File: src/rtl/afg_phase_seq.sv
// Start/fill/run/drain sequencer for the pipelined 2-bit-slice phase accumulator.
// Optional burst mode (runs end after burst_len wraps) is enabled by defining AFG_BURST_EN.
module afg_phase_seq #(
    parameter int NSLICE = 8,
    localparam int W = 2 * NSLICE
) (
    input  logic              Clock,
    input  logic              Reset,
    input  logic [W-1:0]      ftw_data,
    input  logic              ftw_valid,
    output logic              ftw_ready,
    input  logic              start,
    input  logic              stop,
    input  logic              top_cout,
`ifdef AFG_BURST_EN
    input  logic [15:0]       burst_len,
    output logic              done,
`endif
    output logic [NSLICE-1:0] slice_en,
    output logic [W-1:0]      slice_a,
    output logic              phase_valid,
    output logic              busy,
    output logic              wrap
);

    localparam logic [1:0] IDLE  = 2'd0;
    localparam logic [1:0] FILL  = 2'd1;
    localparam logic [1:0] RUN   = 2'd2;
    localparam logic [1:0] DRAIN = 2'd3;

    logic [1:0]        state_q, state_d;
    logic [NSLICE-1:0] en_q, en_d;
    logic [NSLICE-1:0] fillEn, drainEn;
    logic [W-1:0]      ftw_q, ftw_d;
    logic              rstHold_q;
    logic              wrap_q;
    logic              stopReq;
    logic              burstHit;

    assign fillEn  = {en_q[NSLICE-2:0], 1'b1};
    // The clear front only removes slices that are on, so a stop mid-fill never enables new ones.
    assign drainEn = en_q & {en_q[NSLICE-2:0], 1'b0};
    assign stopReq = stop | burstHit;

    always_comb begin
        state_d = state_q;
        en_d    = en_q;
        case (state_q)
            IDLE: begin
                if (start && !stop) begin
                    state_d = FILL;
                    en_d    = {{(NSLICE-1){1'b0}}, 1'b1};
                end
            end
            FILL: begin
                if (stopReq) begin
                    en_d    = drainEn;
                    state_d = (drainEn == '0) ? IDLE : DRAIN;
                end else begin
                    en_d = fillEn;
                    if (&fillEn) begin
                        state_d = RUN;
                    end
                end
            end
            RUN: begin
                if (stopReq) begin
                    en_d    = drainEn;
                    state_d = DRAIN;
                end
            end
            DRAIN: begin
                en_d = drainEn;
                if (drainEn == '0) begin
                    state_d = IDLE;
                end
            end
            default: begin
                state_d = IDLE;
                en_d    = '0;
            end
        endcase
    end

    // Ready is held low for the cycle following a reset edge.
    assign ftw_ready   = !rstHold_q && ((state_q == IDLE) || (state_q == RUN));
    assign ftw_d       = (ftw_valid && ftw_ready) ? ftw_data : ftw_q;
    assign phase_valid = (state_q == RUN);
    assign busy        = (state_q != IDLE);
    assign slice_en    = en_q;
    assign wrap        = wrap_q;

    always_ff @(posedge Clock) begin
        if (!Reset) begin
            state_q   <= IDLE;
            en_q      <= '0;
            ftw_q     <= '0;
            rstHold_q <= 1'b1;
            wrap_q    <= 1'b0;
        end else begin
            state_q   <= state_d;
            en_q      <= en_d;
            ftw_q     <= ftw_d;
            rstHold_q <= 1'b0;
            wrap_q    <= top_cout & phase_valid;
        end
    end

    // Slice k sees its addend field k+1 cycles after the active word, matching the carry skew.
    for (genvar k = 0; k < NSLICE; k++) begin : gSkew
        logic [1:0] stage_q [k+1];

        always_ff @(posedge Clock) begin
            if (!Reset) begin
                for (int j = 0; j <= k; j++) begin
                    stage_q[j] <= 2'b00;
                end
            end else begin
                stage_q[0] <= ftw_q[2*k +: 2];
                for (int j = 1; j <= k; j++) begin
                    stage_q[j] <= stage_q[j-1];
                end
            end
        end

        assign slice_a[2*k +: 2] = stage_q[k];
    end

`ifdef AFG_BURST_EN
    logic [15:0] wrapCnt_q, wrapCnt_d;
    logic        done_q;

    assign burstHit = (state_q == RUN) && (burst_len != 16'd0) && (wrapCnt_q == burst_len);
    assign done     = done_q;

    always_comb begin
        wrapCnt_d = wrapCnt_q;
        if ((state_q == IDLE) && (state_d == FILL)) begin
            wrapCnt_d = 16'd0;
        end else if (wrap_q) begin
            wrapCnt_d = wrapCnt_q + 16'd1;
        end
    end

    always_ff @(posedge Clock) begin
        if (!Reset) begin
            wrapCnt_q <= 16'd0;
            done_q    <= 1'b0;
        end else begin
            wrapCnt_q <= wrapCnt_d;
            done_q    <= burstHit;
        end
    end
`else
    assign burstHit = 1'b0;
`endif

endmodule

File: config.mk
export PLATFORM = sky130hd
export DESIGN_NAME = afg_phase_seq
export DESIGN_NICKNAME = d
export VERILOG_FILES = /design/src/rtl/afg_phase_seq.sv
export SDC_FILE = /design/constraint.sdc
export NUM_CORES = 1
export LEC_CHECK = 0
export ABC_AREA = 1
export BUFFER_PORTS_ARGS = -buffer_cell sky130_fd_sc_hd__buf_4
export CAP_MARGIN = 25
export CORE_MARGIN = 3
export CORE_UTILIZATION = 50
export DETAILED_ROUTE_END_ITERATION = 12
export PLACE_DENSITY = 0.71
export SLEW_MARGIN = 20
export SYNTH_ARGS = -nofsm -noshare
export SYNTH_HDL_FRONTEND = slang
export SYNTH_SLANG_ARGS = --single-unit
File: constraint.sdc
create_clock -name Clock -period 1.3 [get_ports Clock]
set_input_delay 0.39 -clock Clock [delete_from_list [all_inputs] [get_ports Clock]]
set_output_delay 0.39 -clock Clock [all_outputs]
set_load 0.03 [all_outputs]
Word level (Yosys, flattened, before mapping)

Memories as Yosys holds them, arrays and structs flattened.
Index checks and enable logic that the tools add are counted.

Bits of input ports: 22
Bits in registers: 28
Word-level logic and storage cells: 120
Memories kept: 8
Output and inout port bits: 28
RAM bits: 72

Mux-type cells: 50
Reduce and logical (&&, ||, !) cells: 13
Bitwise operators: 37
Eq/ne operators: 7

Memories:

| memory           | words | width | rd ports | clocked after memory_dff | write ports | line | RTL |
|---|---|---|---|---|---|---|---|
| gSkew[7].stage_q | 8     | 2     | 8        | 0                        | 8           | 111  | `logic [1:0] stage_q [k+1];` |
| gSkew[6].stage_q | 7     | 2     | 7        | 0                        | 7           | 111  |  |
| gSkew[5].stage_q | 6     | 2     | 6        | 0                        | 6           | 111  |  |
| gSkew[4].stage_q | 5     | 2     | 5        | 0                        | 5           | 111  |  |
| gSkew[3].stage_q | 4     | 2     | 4        | 0                        | 4           | 111  |  |
| gSkew[2].stage_q | 3     | 2     | 3        | 0                        | 3           | 111  |  |
| 2 more memories  | n/a   | n/a   | n/a      | n/a                      | n/a         | n/a  |  |

Operator list:

| operator             | count |
|---|---|
| $mux W2              | 42 |
| $or A1 B1 Y1         | 35 |
| $pmux W8 S4          | 1 |
| $mux W8              | 3 |
| $and A8 B8 Y8        | 1 |
| $logic_not A8 Y1     | 1 |
| $pmux W2 S4          | 1 |
| $reduce_and A7 Y1    | 1 |
| $ne A2 B2 Y1 const B | 3 |
| $eq A2 B2 Y1 const B | 2 |
| $reduce_and A4 Y1    | 1 |
| $logic_and A1 B1 Y1  | 3 |
| $mux W1              | 3 |
| $ne A3 B3 Y1 const B | 1 |
| $eq A2 B1 Y1 const B | 1 |
| $logic_not A1 Y1     | 2 |
| $logic_not A2 Y1     | 1 |
| $reduce_and A2 Y1    | 1 |
| $reduce_bool A2 Y1   | 1 |
| $reduce_or A2 Y1     | 1 |
| $and A1 B1 Y1        | 1 |
| $logic_or A1 B1 Y1   | 1 |

Depth between registers and ports, before layout

Gate-level depths: netlist of the first run.

Depth after elaboration: 5
Depth in mapped cells: 9
Depth with buffers taken out: 9

Worst setup path after synthesis of the first run

OpenSTA, ideal clock, no wires.

Path type: register to output
Start: register with a tool-made name
End: output port phase_valid
Data arrival time: 0.968 ns
Data required time: 0.910 ns
Path buffers: 1
Cell stages (with the launch flop): 4
Slack: -0.058 ns
Cell sequence: dfxtp_1 buf_6 clkinv_4 nor2_1

RTL lines:

| what      | line | RTL |
|---|---|---|
| to (decl) | 21   | `output logic phase_valid,` |

==> results of run 1 <==
cell families (layout without fill, tap and decap cells):
kind of cell           after synthesis  after routing
AO/OA/AOI/OAI                       44             44
buffers and inverters              110            171
flip-flops                         100            100
AND/OR/NAND/NOR                    156            156
layer usage:
metal | GRT usage | up-vias | share of wire
li1 | - | 1292 | -
met3 | 0.0405 | 4 | 0.047
met1 | 0.172 | 1070 | 0.47
met4 | 0.0711 | 0 | 0.0096
met2 | 0.252 | 47 | 0.48
met5 | 0 | - | 0
area by class of cell:
| type | instances | area, µm² |
|---|---|---|
| Fill cell | 557 | 2250 |
| Inverter | 86 | 328 |
| Clock buffer | 12 | 155 |
| Sequential cell | 100 | 2040 |
| Timing Repair Buffer | 69 | 592 |
| Tap cell | 77 | 96.3 |
| Clock inverter | 4 | 55.1 |
| Multi-Input combinational cell | 200 | 910 |
Yosys cell counts (2+ instances only):
| cell type | number | area (µm²) |
|---|---|---|
| a21oi_1 | 16 | 80.1 |
| a31oi_1 | 2 | 12.5 |
| buf_2 | 6 | 30.0 |
| buf_4 | 8 | 60.1 |
| buf_6 | 4 | 45.0 |
| clkbuf_1 | 5 | 18.8 |
| dfxtp_1 | 100 | 2000 |
| inv_1 | 81 | 304 |
| inv_2 | 4 | 15.0 |
| nand2_1 | 96 | 360 |
| nand3_1 | 4 | 20.0 |
| nor2_1 | 50 | 188 |
| o21ai_0 | 10 | 50.1 |
| o21ai_1 | 13 | 65.1 |
stage by stage:
step           hold WS, ps  worst slack [ps]   util
3_3_place_gp           391              22.3  0.588
3_5_place_dp           395             -51.7  0.588
2_1_floorplan          390             -8.86      -
5_1_grt                270              -156  0.650
6_report               268              -113  0.650
4_1_cts                252              -128  0.634
final timing paths:
check	depth (start not counted)	start	slack (ps)	end
max	3	flip-flop	-110	phase_valid
min	3	top_cout	270	wrap$_SDFF_PN0_
max reg2reg	9	state_q[0]$_SDFFE_PN0P_	-10	flip-flop
min reg2reg	2	gSkew[6].stage_q[5][0]$_SDFF_PN0_	410	gSkew[6].stage_q[6][0]$_SDFF_PN0_
registers in the layout, indices dropped and copies added (netlist names), named ones only:
signal,count
gSkew.stage_q,72
wrap,1
rstHold_q,1
slice_en,8
state_q,1
ftw_q,16
what timing repair did:
item	in CTS	in global routing
pin swaps	2	10
endpoints found under the setup margin	11	14
resized for setup	21	22
hold buffers	0	0
setup buffers	4	4
worst max-delay path, cell delays in order, from the launching register on:
cell and delay, ps:
dfxtp_4 380, clkinv_4 60, nor2_4 110, buf_6 140
power by group through the flow:
stage	clock [mW]	sequential, mW	combinational, mW
2_1_floorplan	0	3.37	0.343
3_3_place_gp	0	3.32	0.584
3_5_place_dp	0	3.32	0.592
4_1_cts	2.06	3.25	0.637
5_1_grt	2.19	3.28	0.755
6_report	1.98	3.26	0.682
==> run_results.csv, run 1 <==
group,metric,value,unit
status,status,"finished with violations",
status,violations,"setup timing",
timing,hold_viol_final,0,
timing,fmax,708,MHz
detailed_routing,drc,0,
placement,hpwlAfterDp,3440,µm
die,num_rows,29,
finish,final_cell_mix,"nand2_1 (93), dfxtp_1 (90), inv_1 (81)",
pwr,power.density,1420,nW/µm²
synthesis,synth-adder-area-share,0,
placement,gp_congestion,0.792,
die,die-area,7730,µm²
synthesis,synth_top_family_by_area,"simple AND/OR/NAND/NOR gates",
synthesis,syn_area,3350,µm²
global_route,grt.overflow.total,0,
timing,finalSetupViolCount,4,
timing,tns,-282,ps
pwr,max-vdd-ir-drop,0.747,mV
global_route,antenna_found_initial,0,
timing,rsz0062_at_grt,"yes",
die,core_area,6420,µm²
clocking,cts_buffer_depth,2,
pwr,p_sw,1.43,mW
timing,maxSlewViolCount,0,
detailed_routing,drtIter0Drc,57,
clocking,numCtsBuffers,9,
placement,dp_cells,524,
global_route,grt_pass1_vias,2205,
pwr,p_seq_frac,0.550,
die,die_height,87.9,µm
synthesis,ys_seq_area_frac,0.597,
synthesis,synth_compound_area_frac,0.0705,
detailed_routing,wl,5290,µm
synthesis,syn_nets,432,
detailed_routing,vias_per_cell,4.40,
die,start_util,0.522,
die,die_x,87.9,µm
finish,final_cell_count_no_fill,548,
placement,port_buffers,49,
synthesis,synth_mux_area_frac,0,
clocking,cts.clk_slew.worst_paths,90,ps
synthesis,yosys_warnings,0,
global_route,grt_max_degree,34,
pwr,power.total,5.92,mW
finish,final_common_cell,"nand2_1",
pwr,share_comb_of_total_power,0.115,
synthesis,async_flop_share,0,
pwr,internal_power,4.49,mW
timing,fin_crit,1410,ps
pwr,leakage,2.32,nW
synthesis,synthFlopType,"dfxtp_1",
global_route,grt_first_pass_wirelength,9030,µm
timing,slew_headroom,0.807,
global_route,track_usage,0.148,
timing,min_period_over_period,1.09,
finish,final_area,4170,µm²
pwr,clkPwrFrac,0.334,
synthesis,ys_seq_elements,100,
die,ios,50,
finish,layout-drive-gt1-share,0.244,
clocking,cts.sink_count,100,
worst_setup_path,cp-start-kind,"flip-flop",
synthesis,synthSimpleGateAreaFrac,0.188,
timing,setup_ws,-113,ps
clocking,htreeDepth,3,
finish,syn2layout_area_growth,24.4,%
detailed_routing,drt_first_pass_iters,4,
placement,placedInstanceArea,3780,µm²
synthesis,synth.avg_cell_area,8.18,µm²
worst_setup_path,worstSetupEndpointType,"output port",
synthesis,synth_cell_type_count,25,
clocking,clk_latency,340,ps
pwr,switching_share,0.242,
detailed_routing,wl_per_cell,9.65,µm
finish,final_nets,488,
timing,skew,7.72,ps
worst_setup_path,path_max_fanout,3,
synthesis,synthCells,410,
detailed_routing,vias,2413,
detailed_routing,ant_nets,0,
finish,diodes,0,
worst_setup_path,critical_path_class,"flip-flop to output port",
worst_setup_path,cp_data_required_time,910,ps
worst_setup_path,cp.arrival,1020,ps
worst_hold_path,hp-class,"input port to flip-flop",
timing,worst_slew_pin_slew,289,ps
clocking,cts_tree,"built",
clocking,cts_root_buf,"clkbuf_8",
flow_run,drv_cap,0,
synthesis,synth_edf_count,0,
synthesis,synth_xor_area_frac,0,
Note: power is estimated with default switching activity, not from simulation.
==> inputs of run 2 (changes only) <==
--- a/config.mk
+++ b/config.mk
@@ -10,2 +10,3 @@
 export CAP_MARGIN = 25
+export CORE_ASPECT_RATIO = 1.75
 export CORE_MARGIN = 3
==> constraint.sdc (replaced) <==
create_clock -name Clock -period 1.3 [get_ports Clock]
set_input_delay 0.195 -clock Clock [delete_from_list [all_inputs] [get_ports Clock]]
set_output_delay 0.195 -clock Clock [all_outputs]
set_load 0.03 [all_outputs]
==> run_results.csv, run 2 (same netlist as run 1, synthesis figures left out) <==
group,metric,value,unit
status,status,"completed",
timing,rsz0062_at_grt,"yes",
placement,hpwlAfterDp,3630,µm
die,core_area,6370,µm²
global_route,grt.overflow.total,0,
worst_setup_path,cp_data_required_time,1110,ps
pwr,p_seq_frac,0.526,
timing,fin_crit,1240,ps
placement,port_buffers,49,
die,ios,50,
timing,slew_headroom,0.782,
clocking,clk_latency,350,ps
finish,largest_reg_flops,72,
die,die-area,7770,µm²
worst_setup_path,cp.arrival,1050,ps
detailed_routing,ant_nets,0,
clocking,cts_root_buf,"clkbuf_8",
placement,dp_slack,42.3,ps
detailed_routing,drt_first_pass_iters,4,
detailed_routing,wl,5430,µm
finish,layout-drive-gt1-share,0.217,
detailed_routing,drtIter0Drc,113,
die,die_height,114,µm
global_route,grt_pass1_vias,2243,
worst_hold_path,hp-start,"top_cout",
pwr,leakage,2.26,nW
pwr,power.density,1530,nW/µm²
global_route,antenna_found_initial,0,
detailed_routing,drc,0,
pwr,internal_power,4.76,mW
finish,final_common_cell,"nand2_1",
worst_hold_path,hp-class,"input port to flip-flop",
clocking,cts_tree,"built",
placement,gp_congestion,0.771,
global_route,grt_max_degree,43,
clocking,cts.sink_count,100,
worst_setup_path,critical_path_class,"flip-flop to output port",
die,die_x,67.9,µm
detailed_routing,vias_per_cell,4.57,
finish,top_register,"gSkew.stage_q",
finish,final_nets,474,
worst_setup_path,r2r_slack,60,ps
worst_hold_path,hold_depth,3,
timing,worst_slew_pin_slew,327,ps
worst_setup_path,worst-r2r-cell-count,9,
timing,maxSlewViolCount,0,
timing,skew,9.12,ps
finish,final_cell_count_no_fill,537,
finish,diodes,0,
timing,setup_ws,59.7,ps
pwr,p_sw,1.45,mW
worst_setup_path,r2r-start,"slice_en[6]$_SDFFE_PN0P_",
placement,placedInstanceArea,3720,µm²
placement,dp_cells,519,
pwr,max-vdd-ir-drop,1.09,mV
die,start_util,0.527,
worst_hold_path,worstHoldEndpoint,"wrap$_SDFF_PN0_",
timing,finalSetupViolCount,0,
finish,syn2layout_area_growth,20.7,%
timing,fmax,806,MHz
pwr,clkPwrFrac,0.378,
detailed_routing,vias,2454,
clocking,htreeDepth,3,
timing,tns,0,ps
clocking,cts.clk_slew.worst_paths,90,ps
worst_setup_path,cp-start-kind,"flip-flop",
timing,hold_viol_final,0,
global_route,grt_first_pass_wirelength,9090,µm
worst_setup_path,path_max_fanout,6,
flow_run,drv_cap,0,
global_route,track_usage,0.152,
clocking,cts_buffer_depth,2,
pwr,power.total,6.20,mW
timing,min_period_over_period,0.954,
detailed_routing,wl_per_cell,10.1,µm
clocking,numCtsBuffers,9,
finish,final_cell_mix,"nand2_1 (93), dfxtp_1 (91), inv_1 (81)",
worst_setup_path,worstSetupEndpointType,"output port",
timing,hold-worst-slack,72.0,ps
finish,final_area,4050,µm²
pwr,switching_share,0.233,
die,num_rows,38,
pwr,share_comb_of_total_power,0.095,
finish,fin_util,0.635,
[run 2: layout make-up]
| type | count | area, µm² |
|---|---|---|
| fill | 593 | 2320 |
| sequential | 100 | 2020 |
| multi-input combinational | 200 | 893 |
| timing repair buffer | 55 | 442 |
| inverter | 86 | 335 |
| clock buffer | 10 | 138 |
| clock inverter | 6 | 116 |
| tap | 80 | 100 |
[run 2: worst max path at each step]
stage,startpoint,endpoint,slack (ps),cells past startpoint
2_1_floorplan,state_q[0]$_SDFFE_PN0P_,ftw_q[10]$_SDFFE_PN0P_,0.9,5
3_3_place_gp,slice_en[5]$_SDFFE_PN0P_,flip-flop,140,8
3_5_place_dp,flip-flop,flip-flop,40,8
4_1_cts,flip-flop,phase_valid,7,3
5_1_grt,state_q[0]$_SDFFE_PN0P_,flip-flop,-50,8
6_report,state_q[0]$_SDFFE_PN0P_,busy,60,3
[run 2: routing by layer]
layer | up-vias | global-route usage | share of wire
met5 | - | 0 | 0
met3 | 10 | 0.0452 | 0.060
met1 | 1100 | 0.153 | 0.39
li1 | 1270 | - | -
met4 | 0 | 0.0744 | 0.021
met2 | 74 | 0.274 | 0.53
[run 2: timing repair]
item,4_1_cts,5_1_grt
buffers inserted,0,2
pin swaps,0,2
cloned,0,0
setup endpoints to repair,3,4
gates resized for setup,7,16
hold buffers,0,0
[run 2: power groups by stage]
stage,registers [mW],logic [mW],clock network (mW)
after global placement,3.32,0.556,0
after detailed placement,3.32,0.567,0
after global routing,3.28,0.652,2.55
after CTS,3.26,0.574,2.44
after floorplan,3.37,0.342,0
final,3.26,0.592,2.35
[run 2: critical path, stage by stage (launching register included)]
cell,delay (ps)
dfxtp_4,390
nor2_1,110
inv_1,50
buf_4,160
